<file path="src/rtl/beam_trigger_collector.sv">
// Beam trigger collector: gathers qualified per-beam triggers into windowed event
// records with ready/valid handoff and post-event dead time, plus per-beam gated scalers.
module beam_trigger_collector #(
    parameter int NBEAMS  = 2,
    parameter int WINDOW  = 4,
    parameter int HOLDOFF = 8
) (
    input  logic                   clk_i,
    input  logic                   rst_ni,
    input  logic [NBEAMS-1:0]      trig_i,
    input  logic [NBEAMS-1:0]      mask_i,
    output logic                   evt_valid_o,
    input  logic                   evt_ready_i,
    output logic [NBEAMS-1:0]      evt_mask_o,
    output logic [15:0]            evt_time_o,
    output logic                   busy_o,
    input  logic                   scal_gate_i,
    output logic                   scal_valid_o,
    output logic [NBEAMS*16-1:0]   scal_o
);

    localparam logic [1:0] ST_IDLE    = 2'd0;
    localparam logic [1:0] ST_COLLECT = 2'd1;
    localparam logic [1:0] ST_PRESENT = 2'd2;
    localparam logic [1:0] ST_HOLDOFF = 2'd3;

    localparam logic [7:0] WIN_LAST  = 8'(WINDOW - 1);
    localparam logic [7:0] HOLD_LAST = 8'(HOLDOFF);

    logic [NBEAMS-1:0]    qual;
    logic [1:0]           state_q, state_d;
    logic [7:0]           cnt_q, cnt_d;
    logic [NBEAMS-1:0]    acc_q, acc_d;
    logic [15:0]          time_q, time_d;
    logic [15:0]          ts_q, ts_d;
    logic [NBEAMS*16-1:0] scnt_q, scnt_d;
    logic [NBEAMS*16-1:0] snap_q, snap_d;
    logic                 sval_q, sval_d;
    logic [15:0]          inc;

    assign qual = trig_i & ~mask_i;
    assign ts_d = ts_q + 16'd1;

    // cnt_q counts window cycles in COLLECT and dead-time cycles in HOLDOFF
    always_comb begin
        state_d = state_q;
        cnt_d   = cnt_q;
        acc_d   = acc_q;
        time_d  = time_q;
        case (state_q)
            ST_IDLE: begin
                if (|qual) begin
                    acc_d   = qual;
                    time_d  = ts_q;
                    cnt_d   = 8'd1;
                    state_d = (WINDOW == 1) ? ST_PRESENT : ST_COLLECT;
                end
            end
            ST_COLLECT: begin
                acc_d = acc_q | qual;
                if (cnt_q == WIN_LAST) begin
                    state_d = ST_PRESENT;
                end else begin
                    cnt_d = cnt_q + 8'd1;
                end
            end
            ST_PRESENT: begin
                if (evt_ready_i) begin
                    cnt_d   = 8'd1;
                    state_d = (HOLDOFF == 0) ? ST_IDLE : ST_HOLDOFF;
                end
            end
            ST_HOLDOFF: begin
                if (cnt_q == HOLD_LAST) begin
                    state_d = ST_IDLE;
                end else begin
                    cnt_d = cnt_q + 8'd1;
                end
            end
            default: state_d = ST_IDLE;
        endcase
    end

    // The snapshot takes the gate cycle's saturated increment; counters then restart at 0.
    always_comb begin
        scnt_d = scnt_q;
        snap_d = snap_q;
        sval_d = scal_gate_i;
        inc    = '0;
        for (int unsigned b = 0; b < NBEAMS; b++) begin
            inc = scnt_q[16*b +: 16];
            if (qual[b] && (inc != 16'hFFFF)) begin
                inc = inc + 16'd1;
            end
            scnt_d[16*b +: 16] = scal_gate_i ? 16'd0 : inc;
            if (scal_gate_i) begin
                snap_d[16*b +: 16] = inc;
            end
        end
    end

    always_ff @(posedge clk_i or negedge rst_ni) begin
        if (!rst_ni) begin
            state_q <= ST_IDLE;
            cnt_q   <= '0;
            acc_q   <= '0;
            time_q  <= '0;
            ts_q    <= '0;
            scnt_q  <= '0;
            snap_q  <= '0;
            sval_q  <= 1'b0;
        end else begin
            state_q <= state_d;
            cnt_q   <= cnt_d;
            acc_q   <= acc_d;
            time_q  <= time_d;
            ts_q    <= ts_d;
            scnt_q  <= scnt_d;
            snap_q  <= snap_d;
            sval_q  <= sval_d;
        end
    end

    assign evt_valid_o  = (state_q == ST_PRESENT);
    assign busy_o       = (state_q != ST_IDLE);
    assign evt_mask_o   = acc_q;
    assign evt_time_o   = time_q;
    assign scal_valid_o = sval_q;
    assign scal_o       = snap_q;

endmodule

</file>
<file path="config.mk">
export PLATFORM = sky130hd
export DESIGN_NAME = beam_trigger_collector
export DESIGN_NICKNAME = d
export VERILOG_FILES = /design/src/rtl/beam_trigger_collector.sv
export SDC_FILE = /design/constraint.sdc
export NUM_CORES = 1
export LEC_CHECK = 0
export CORE_UTILIZATION = 50
export CTS_BUF_LIST = sky130_fd_sc_hd__clkbuf_2
export CTS_CLUSTER_DIAMETER = 40
export DETAILED_ROUTE_END_ITERATION = 10
export GPL_TIMING_DRIVEN = 0
export HOLD_SLACK_MARGIN = 0.03
export PLACE_DENSITY = 0.73
export SYNTH_ARGS = -nofsm -noshare
export SYNTH_HDL_FRONTEND = slang
export SYNTH_SLANG_ARGS = --single-unit
</file>
<file path="constraint.sdc">
create_clock -name clk_i -period 2.3 [get_ports clk_i]
set_input_delay 0.23 -clock clk_i [delete_from_list [all_inputs] [get_ports clk_i]]
set_output_delay 0.23 -clock clk_i [all_outputs]
set_load 0.03 [all_outputs]
</file>
# Word level (Yosys, flattened, before mapping)
# Index checks and enable logic that the tools add are counted.
[classes]
n_addsub = 4
mul = 0
div_mod_pow = 0
n_lt_le_gt_ge = 0
eq_ne = 13
n_shift = 0
muxes = 16
n_bitwise = 3
reduce_logical = 10
[ops]
columns = ["cell", "n"]
rows = [
  ["$mux W16", 4],
  ["$add A16 B1 Y16 const B", 3],
  ["$mux W8", 4],
  ["$ne A16 B16 Y1 const B", 2],
  ["$pmux W8 S4", 1],
  ["$mux W2", 5],
  ["$ne A2 B2 Y1 const B", 5],
  ["$add A8 B1 Y8 const B", 1],
  ["$eq A8 B2 Y1 const B", 1],
  ["$eq A8 B4 Y1 const B", 1],
  ["$pmux W2 S4", 1],
  ["$reduce_and A4 Y1", 2],
  ["$eq A2 B2 Y1 const B", 2],
  ["$pmux W2 S2", 1],
  ["$reduce_and A2 Y1", 2],
  ["$reduce_bool A2 Y1", 2],
  ["$and A2 B2 Y2", 1],
  ["$eq A2 B1 Y1 const B", 1],
  ["$logic_and A1 B1 Y1", 2],
  ["$logic_not A2 Y1", 1],
  ["$ne A2 B1 Y1 const B", 1],
  ["$not A2 Y2", 1],
  ["$or A2 B2 Y2", 1],
  ["$reduce_or A2 Y1", 1],
]
[word_totals]
reg_bits = 109
latchBits = 0
mem_bits_rw = 0
rom_bits = 0
in_bits = 8
output_inout_bits = 53
elab_cells = 54
mem_count = 0

# Longest topological paths before layout
# Gate-level depths: netlist of run 1.
[depth]
word_depth = 5
depth_mapped = 7
mapped_depth_nobuf = 6

# Least setup slack after synthesis of run 1
# OpenSTA, ideal clock, no wires.
[synth_path]
path_kind = "reg2reg"
startpoint = "register cnt_q[4]"
endpoint = "register state_q[1]"
setup_time_ns = 0.128
arrival_time_ns = 1.894
t_required_ns = 2.172
slack_ns = 0.278
stages_incl_launch_ff = 5
path_buffers = 0
synth_period_minus_slack_ns = 2.022
path_cell_list = "dfrtp_1 > or4_1 > or4_4 > a21oi_2 > mux2_1"
[synth_between]
elab_chain_len = 3
[synth_lines]
columns = ["item", "line_no", "rtl"]
rows = [
  ["from (decl)", "32", "logic [7:0] cnt_q, cnt_d;"],
  ["from (signal assigned)", "114", "cnt_q <= cnt_d;"],
  ["$eq A8 B4 Y1 / $eq A8 B2 Y1 (equally long branches)", "74, 61", ""],
  ["$ne A2 B2 Y1 (no line)", "--", ""],
  ["$reduce_and A4 Y1 (no line) (*)", "--", ""],
  ["to (signal assigned)", "113", "state_q <= state_d;"],
  ["to (decl)", "31", "logic [1:0] state_q, state_d;"],
]
# Every way passes the cells marked *; elsewhere a longest branch is shown, timed or not.
# A chain may end at the register's enable or synchronous reset.

# Final worst setup path of run 1
# Ends and elaborated chain as after synthesis.

==> results of run 1 <==
[sequential cells by signal, indices dropped and copies added (netlist names)]
register / cells
scnt_q: 32
cnt_q: 8
evt_mask_o: 2
evt_time_o: 16
scal_o: 32
state_q: 2
ts_q: 16
scal_valid_o: 1
[per-stage QoR]
step           cell area, um^2   util  cells  power (mW)  TNS, ns
6_report                  5960  0.609    694        3.18        0
3_3_place_gp              5810  0.594    678        2.34  -334.40
3_5_place_dp              5830  0.597    679        2.35    -1.65
2_1_floorplan             5040      -    485        2.18        0
5_1_grt                   5960  0.609    694        3.34        0
4_1_cts                   5960  0.610    695        3.23        0
[worst max-delay path, stage by stage (launching register included)]
cell and delay [ns]:
sky130_fd_sc_hd__dfrtp_1 0.51, sky130_fd_sc_hd__or4_1 0.56, sky130_fd_sc_hd__or4_4 0.50, sky130_fd_sc_hd__a21oi_2 0.17
sky130_fd_sc_hd__mux2_1 0.33
[logic make-up after synthesis]
logic type,after synthesis,share of synthesized area
xor+xnor,17,0.0295
simple gates,171,0.179
buf+inv,33,0.0251
fa+ha+maj,9,0.0223
mux,20,0.0439
compound gates,126,0.159
flops,109,0.541
[power by group]
part	internal [mW]	switching (mW)
registers	1.97	0.0286
clock network	0.182	0.686
logic	0.117	0.205
[what timing repair did]
item	4_1_cts	5_1_grt
hold buffers	1	0
endpoints found under the hold margin	44	0
endpoints found under the setup margin	1	2
pin swaps	0	0
gates cloned	0	0
gates resized for setup	1	1
[final timing paths]
check,from,end,slack (ns),cells after the start
max in group asynchronous,rst_ni,cnt_q[5],1.42,3
worst max register to register,cnt_q[4],state_q[1],0.16,4
worst min-delay path,scal_gate_i,scal_valid_o,0.09,1
worst max-delay path,cnt_q[4],state_q[1],0.16,4
min in group asynchronous,rst_ni,scnt_q[12],0.16,2
worst min register to register,ts_q[15],ts_q[15],0.49,1
[layout by cell type, fill, tap and decap left out, drive strengths merged, types with 8 or more instances in the layout]
cell,n
nand2,23
or3,17
inv,15
nor2,46
ha,9
or4,10
nand4,12
dfrtp,109
and3,8
a21oi,34
a31oi,29
xnor2,12
o31ai,9
clkdlybuf4s50,57
mux2,17
o21ai,28
clkbuf,24
nand3,23
and4,10
[layout make-up]
| class | count | area [um^2] |
|---|---|---|
| multi-input cells | 343 | 2190 |
| clock buffers | 9 | 45.0 |
| flip-flops and latches | 109 | 2730 |
| clock inverters | 7 | 76.3 |
| fillers | 847 | 3820 |
| well taps | 133 | 166 |
| repair buffers | 62 | 637 |
| inverters | 12 | 45.0 |
| plain buffers | 19 | 73.8 |
[layer usage]
metal	track usage	vias to the layer above
met4	0.0967	0
li1	-	1944
met1	0.295	1947
met3	0.0458	12
met2	0.354	95
met5	0	-
==> results.md, run 1 <==
- The run finished with clean final reports.
- The clock period could shrink to around 2.1 ns.
- The most common cell in the netlist is sky130_fd_sc_hd__dfrtp_1.
- CTS placed an instance of sky130_fd_sc_hd__clkbuf_2 at the clock tree root.
- The count of different cell masters after synthesis is 50.
- TritonCTS built the clock tree.
- Summing over every cut layer, the via total after detailed routing is approximately 4,000.
- The total number of clock tree sinks is 109.
- For this design the ratio of total power to cell area is around 530 mW/mm^2.
- In this run the post-CTS setup repair buffer count came out at 0.
- The first detailed-routing pass ran for 4 iterations.
- The global-route wire length before repair is between 15,000 and 20,000 um.
- For this run, the register share of the synthesized area comes to 0.541.
- The final layout net count is 573.
- Dividing the detail-routed wire length by the instance count gives around 15 um.
- Relative to the synthesized area, the layout overhead comes to 18.2%.
- Counting flops and latches in the post-synthesis netlist gives about 110.
- The worst setup path is launched from a flip-flop.
- The share of synthesized area in the top cell type comes to 0.541.
- The vertical extent of the die is roughly 100 um.
- The clock transition at the register clock pins on the worst setup and hold paths after CTS is between 0.3 and 0.4 ns.
- The cell type with the highest aggregate area in the netlist is sky130_fd_sc_hd__dfrtp_1.
- The dominant synthesized flop cell is sky130_fd_sc_hd__dfrtp_1.
- The floorplan core area is around 0.0098 mm^2.
- In this run the tightest slew margin relative to its limit is 0.501.
- Counting flops with a built-in enable in the synthesized netlist gives 0.
- The I/O pin count is 61.
- The element type at the critical path end is a flip-flop.
- The number of antenna violations at the first check in global routing is 0.
- The final-report max-slew violation count was 0.
- At the later pin of the worst-skew pair, clock insertion delay measures about 0.57 ns.
- The routed length on met3 is around 500 um.
- VDD sags by at most 0.000262 V.
- Entering global routing, the biggest net connects 66 pins.
- The number of nets handed over by synthesis was 502.
- The total wire length after detailed routing is between 10,000 and 15,000 um.
- The vias per cell is about 5.8.
- Setup repair after global routing left no endpoint under its margin.
- The number of clock buffers inserted by TritonCTS is 9.
- The async set-reset flop share out of synthesis is 1.00.
- The initial core utilization is 0.516.
- The total global routing overflow is 0.
- The highest achievable clock rate is between 400 and 500 MHz.
- The number of standard cells after synthesis is between 400 and 500.
- The repair_antennas step left the layout with diodes totalling 0.
- The floorplan die area is 0.0105 mm^2.
- The slew at the pin with the worst max-slew slack is about 0.74 ns.
- Across every metal layer, demand over resource in global routing totals 0.222.
- The wire length on met1 is approximately 4900 um.
- At the worst endpoint, the required time is around 2.8 ns.
- The synthesized area per cell is 10.4 um^2.
- In this run the cell area of the synthesized design comes to 0.00504 mm^2.
- Setup violations remaining at the end of the flow were counted as 0.
- The DRC violation count after routing is 0.
- The violation count after the first detailed-routing iteration is between 150 and 200.
- The H-tree was split into 3 levels.
- The commonest cells after synthesis are sky130_fd_sc_hd__dfrtp_1 (109), sky130_fd_sc_hd__nor2_1 (46), sky130_fd_sc_hd__a21oi_1 (33).
- The type of the worst setup path is reg -> reg.
- The via count of the first global-routing pass came to ~3,800.
- The final HPWL from detailed placement is just under 8000 um.
- The fraction of layout cells with a size suffix above 1 is 0.0731.
- OpenSTA, run right after detailed placement, puts the worst setup slack at -0.208 ns.
- The worst-case setup margin in the final layout is roughly 0.16 ns.
- Across the run, the number of max-cap violations was 0.
- The routed wire length on met2 is about 5000 um.
- In this run the remaining antenna-violating nets after routing total 0.
- In the post-synthesis netlist, the biggest area contributors are sky130_fd_sc_hd__dfrtp_1 (54%), sky130_fd_sc_hd__a31oi_1 (3.6%), sky130_fd_sc_hd__nor2_1 (3.4%).
- Routed signal wires occupy layers up through met4.
- The width of the die is a little over 100 um.
- The number of port buffers is 60.
- The maximum clock insertion buffer count is 2.
- The min-delay analysis places its worst path in the category in -> reg.
- Dividing the final minimum period by the clock period gives 0.931.
- The worst hold margin is approximately 0.09 ns.
- The number of warnings reported in the yosys synthesis log is 0.
- The final number of hold-violating endpoints is 0.
- After floorplanning, the core was divided into 36 placement rows.
- Across the routed clock network, the largest skew measured is ~0.038 ns.
- Of all nets on the critical path, the largest fanout is 7.
- In this run the static leakage power is between 2 and 3 nW.
- At the end of routability-driven placement, the weighted congestion stood at between 0.8 and 0.9.
- The data arrival at the endpoint of the critical path is between 2 and 3 ns.
Note: power is estimated with default switching activity, not from simulation.
==> inputs of run 2 (changes only) <==
- REMOVE_ABC_BUFFERS: default -> 1
==> results.md, run 2 (synthesis gave the netlist of run 1 again) <==
- The aggregate global-route resource usage is 0.211 (-0.0114).
- The clock transition at the register clock pins on the worst setup and hold paths after CTS is 0.26 ns (-0.05 ns).
- The floorplan core area is 0.00977 mm^2 (unchanged).
- The data arrival at the endpoint of the critical path came to 2.63 ns (about the same).
- The total power draw is 3.02 mW (-5.0%).
- The vias per cell is 5.73 (-0.46%).
- The fraction of layout cells with a size suffix above 1 is 0.0739 (+0.000853).
- The pin count of the biggest net entering global routing is 61 (-7.6%).
- The flow ran to the end, and the final reports show no timing, DRC or antenna violations.
- The worst-case setup margin in the final layout came to 0.137 ns (-0.0222 ns).
- The total global routing overflow came to 0 (unchanged).
- The type of the most critical hold path is in -> async.
- The final layout net count is 555 (-3.1%).
- The critical-path maximum fanout is 7 (unchanged).
- STA classifies the critical path endpoint as a flip-flop.
- The most common cell after layout, fill and taps aside is sky130_fd_sc_hd__dfrtp_1.
- The slew at the pin with the worst max-slew slack was 1.02 ns (+0.276 ns).
- TritonCTS built the clock tree.
- The number of antenna violations at the first check in global routing is 0 (unchanged).
- The I/O pin count was 61 (unchanged).
- The number of antenna cells inserted came to 0 (unchanged).
- The final cell count without fillers is 674 (-2.9%).
- The type of the worst setup path is reg -> reg.
- The setup slack of the most critical reg-to-reg path is 0.14 ns (-0.02 ns).
- The violation count after the first detailed-routing iteration was 157 (-7.1%).
- The top cell family by delay on the critical path is simple AND/OR/NAND/NOR gates.
- The vertical extent of the die came to 102 um (unchanged).
- The number of vias in the routed layout is 3,865 (-3.3%).
- The sum of negative setup slack was 0 ns (unchanged).
- The final number of hold-violating endpoints is 0 (unchanged).
- The worst relative slew slack came to 0.319 (-0.182).
- The buffers inserted during post-CTS setup optimization came to 0 (unchanged).
- The initial core utilization is 0.516 (unchanged).
- The number of maximum-capacitance constraint violations came to 0 (unchanged).
- The post-route core utilization is 0.599 (-0.0106).
- The global-route wire length before repair was 17,100 um (-5.0%).
- The power per cell area is 517 mW/mm^2 (-3.3%).
- The critical path goes through or4_1 > or4_4 > a21oi_2 > mux2_1.
- The maximum clock insertion buffer count is 2 (unchanged).
- The level count of the clock H-tree was 3 (unchanged).
- The buffer and inverter count on the worst path is 0 (unchanged).
- The largest stage delay on the critical path is 0.56 ns (about the same).
- The CTS root buffer is sky130_fd_sc_hd__clkbuf_2.
- The final HPWL from detailed placement is 7090 um (-9.3%).
- The clock latency at the later pin of the worst-skew pair was 0.55 ns (-0.02 ns).
- The highest achievable clock rate is 462 MHz (-1.0%).
- The post-route clock period utilization was 0.940 (+0.00965).
- The number of clock buffers inserted by TritonCTS came to 9 (unchanged).
- The total wire length after detailed routing is 10,100 um (-4.7%).
- The count of nets left with antenna violations after detail routing came to 0 (unchanged).
- The number of port buffers was 60 (unchanged).
- The final-report max-slew violation count is 0 (unchanged).
- The leakage component of the power was 2.50 nW (-1.4%).
- The library cells used most frequently in the layout, excluding fill and tap cells, are sky130_fd_sc_hd__dfrtp_1 (109), sky130_fd_sc_hd__clkdlybuf4s50_1 (56), sky130_fd_sc_hd__nor2_1 (46).
- The kind of start point of the critical path is a flip-flop.
- The number of rows created at floorplan came to 36 (unchanged).
- The via count of the first global-routing pass was 3,644 (-5.0%).
- The critical path's slowest cell is sky130_fd_sc_hd__or4_1.
- The number of placed instances with taps included came to 659 (-2.9%).
- The width of the die is 102 um (unchanged).
- The weighted congestion at the end of routability-driven global placement is 0.782 (-4.2%).
- The layout overhead on the synthesized area is 16.1%.
- The DRC violation count after routing is 0 (unchanged).
- The total number of clock tree sinks was 109 (unchanged).
- The routed length per placed instance is 15.0 um (-1.8%).
- The data required time at the worst endpoint is 2.76 ns (-0.02 ns).
- The worst-case setup slack after placement came to -0.498 ns (-0.290 ns).
- The shortest clock period the worst path allows after layout is 2.16 ns (+0.0222 ns).
- Setup repair after global routing left no endpoint under its margin.
- The number of detailed-routing iterations run before antenna repair was 4 (unchanged).
- The worst-case vdd ir drop is 0.000292 V (+12%).
- The number of setup violations in the final report is 0 (unchanged).
- The floorplan die area is 0.0105 mm^2 (unchanged).
- The worst setup skew after layout came to 0.0196 ns (-0.0180 ns).
## run 2: cell types whose count changed in the layout (fill, tap and decap cells not counted)
cell                              change
sky130_fd_sc_hd__clkbuf_1            -15
sky130_fd_sc_hd__clkbuf_2             +3
sky130_fd_sc_hd__inv_6                -3
sky130_fd_sc_hd__buf_1                -2
sky130_fd_sc_hd__clkinv_4             -2
sky130_fd_sc_hd__clkinv_8             -2
sky130_fd_sc_hd__buf_12               +1
sky130_fd_sc_hd__buf_2                -1
sky130_fd_sc_hd__clkdlybuf4s50_1      -1
sky130_fd_sc_hd__clkinv_2             +1
sky130_fd_sc_hd__clkinvlp_4           +1
sky130_fd_sc_hd__o21ai_1              -1
sky130_fd_sc_hd__o21ai_2              +1
## run 2: stage by stage
stage,hold slack [ns],instance area [um^2]
floorplan,-0.0656,4960
global placement,0.455,5730
detailed placement,0.304,5770
CTS,0.178,5850
global route,0.208,5850
finish,0.200,5850
## run 2: metal layers
| layer | vias up | wire length (um) | GRT usage |
|---|---|---|---|
| met5 | - | 0 | 0 |
| met4 | 0 | 99 | 0.0670 |
| met3 | 10 | 298 | 0.0397 |
| met2 | 62 | 4970 | 0.345 |
| met1 | 1892 | 4720 | 0.284 |
| li1 | 1901 | - | - |
## run 2: power breakdown
part	switching, mW	internal, mW
clock	0.578	0.143
combinational	0.198	0.115
sequential	0.0274	1.96
## run 2: layout make-up
class	instances	area [um^2]
multi-input cells	343	2190
inverters	12	45.0
repair buffers	63	652
fillers	866	3920
flip-flops and latches	109	2730
clock buffers	12	60.1
clock inverters	2	12.5
well taps	133	166
## run 2: what timing repair did
item,in CTS,in global routing
hold buffers,1,0
setup endpoints to repair,1,1
hold endpoints to repair,49,0
resized for setup,1,1
## run 2: path summary, 6_finish.rpt
check | startpoint | to | depth (start not counted)
min in group clk_i | scal_gate_i | scnt_q[17] | 2
worst min-delay path | rst_ni | scal_o[21] | 2
max in group asynchronous | rst_ni | ts_q[7] | 3
worst max register to register | cnt_q[4] | state_q[1] | 4
worst min register to register | ts_q[15] | ts_q[15] | 1
worst max-delay path | cnt_q[4] | state_q[1] | 4
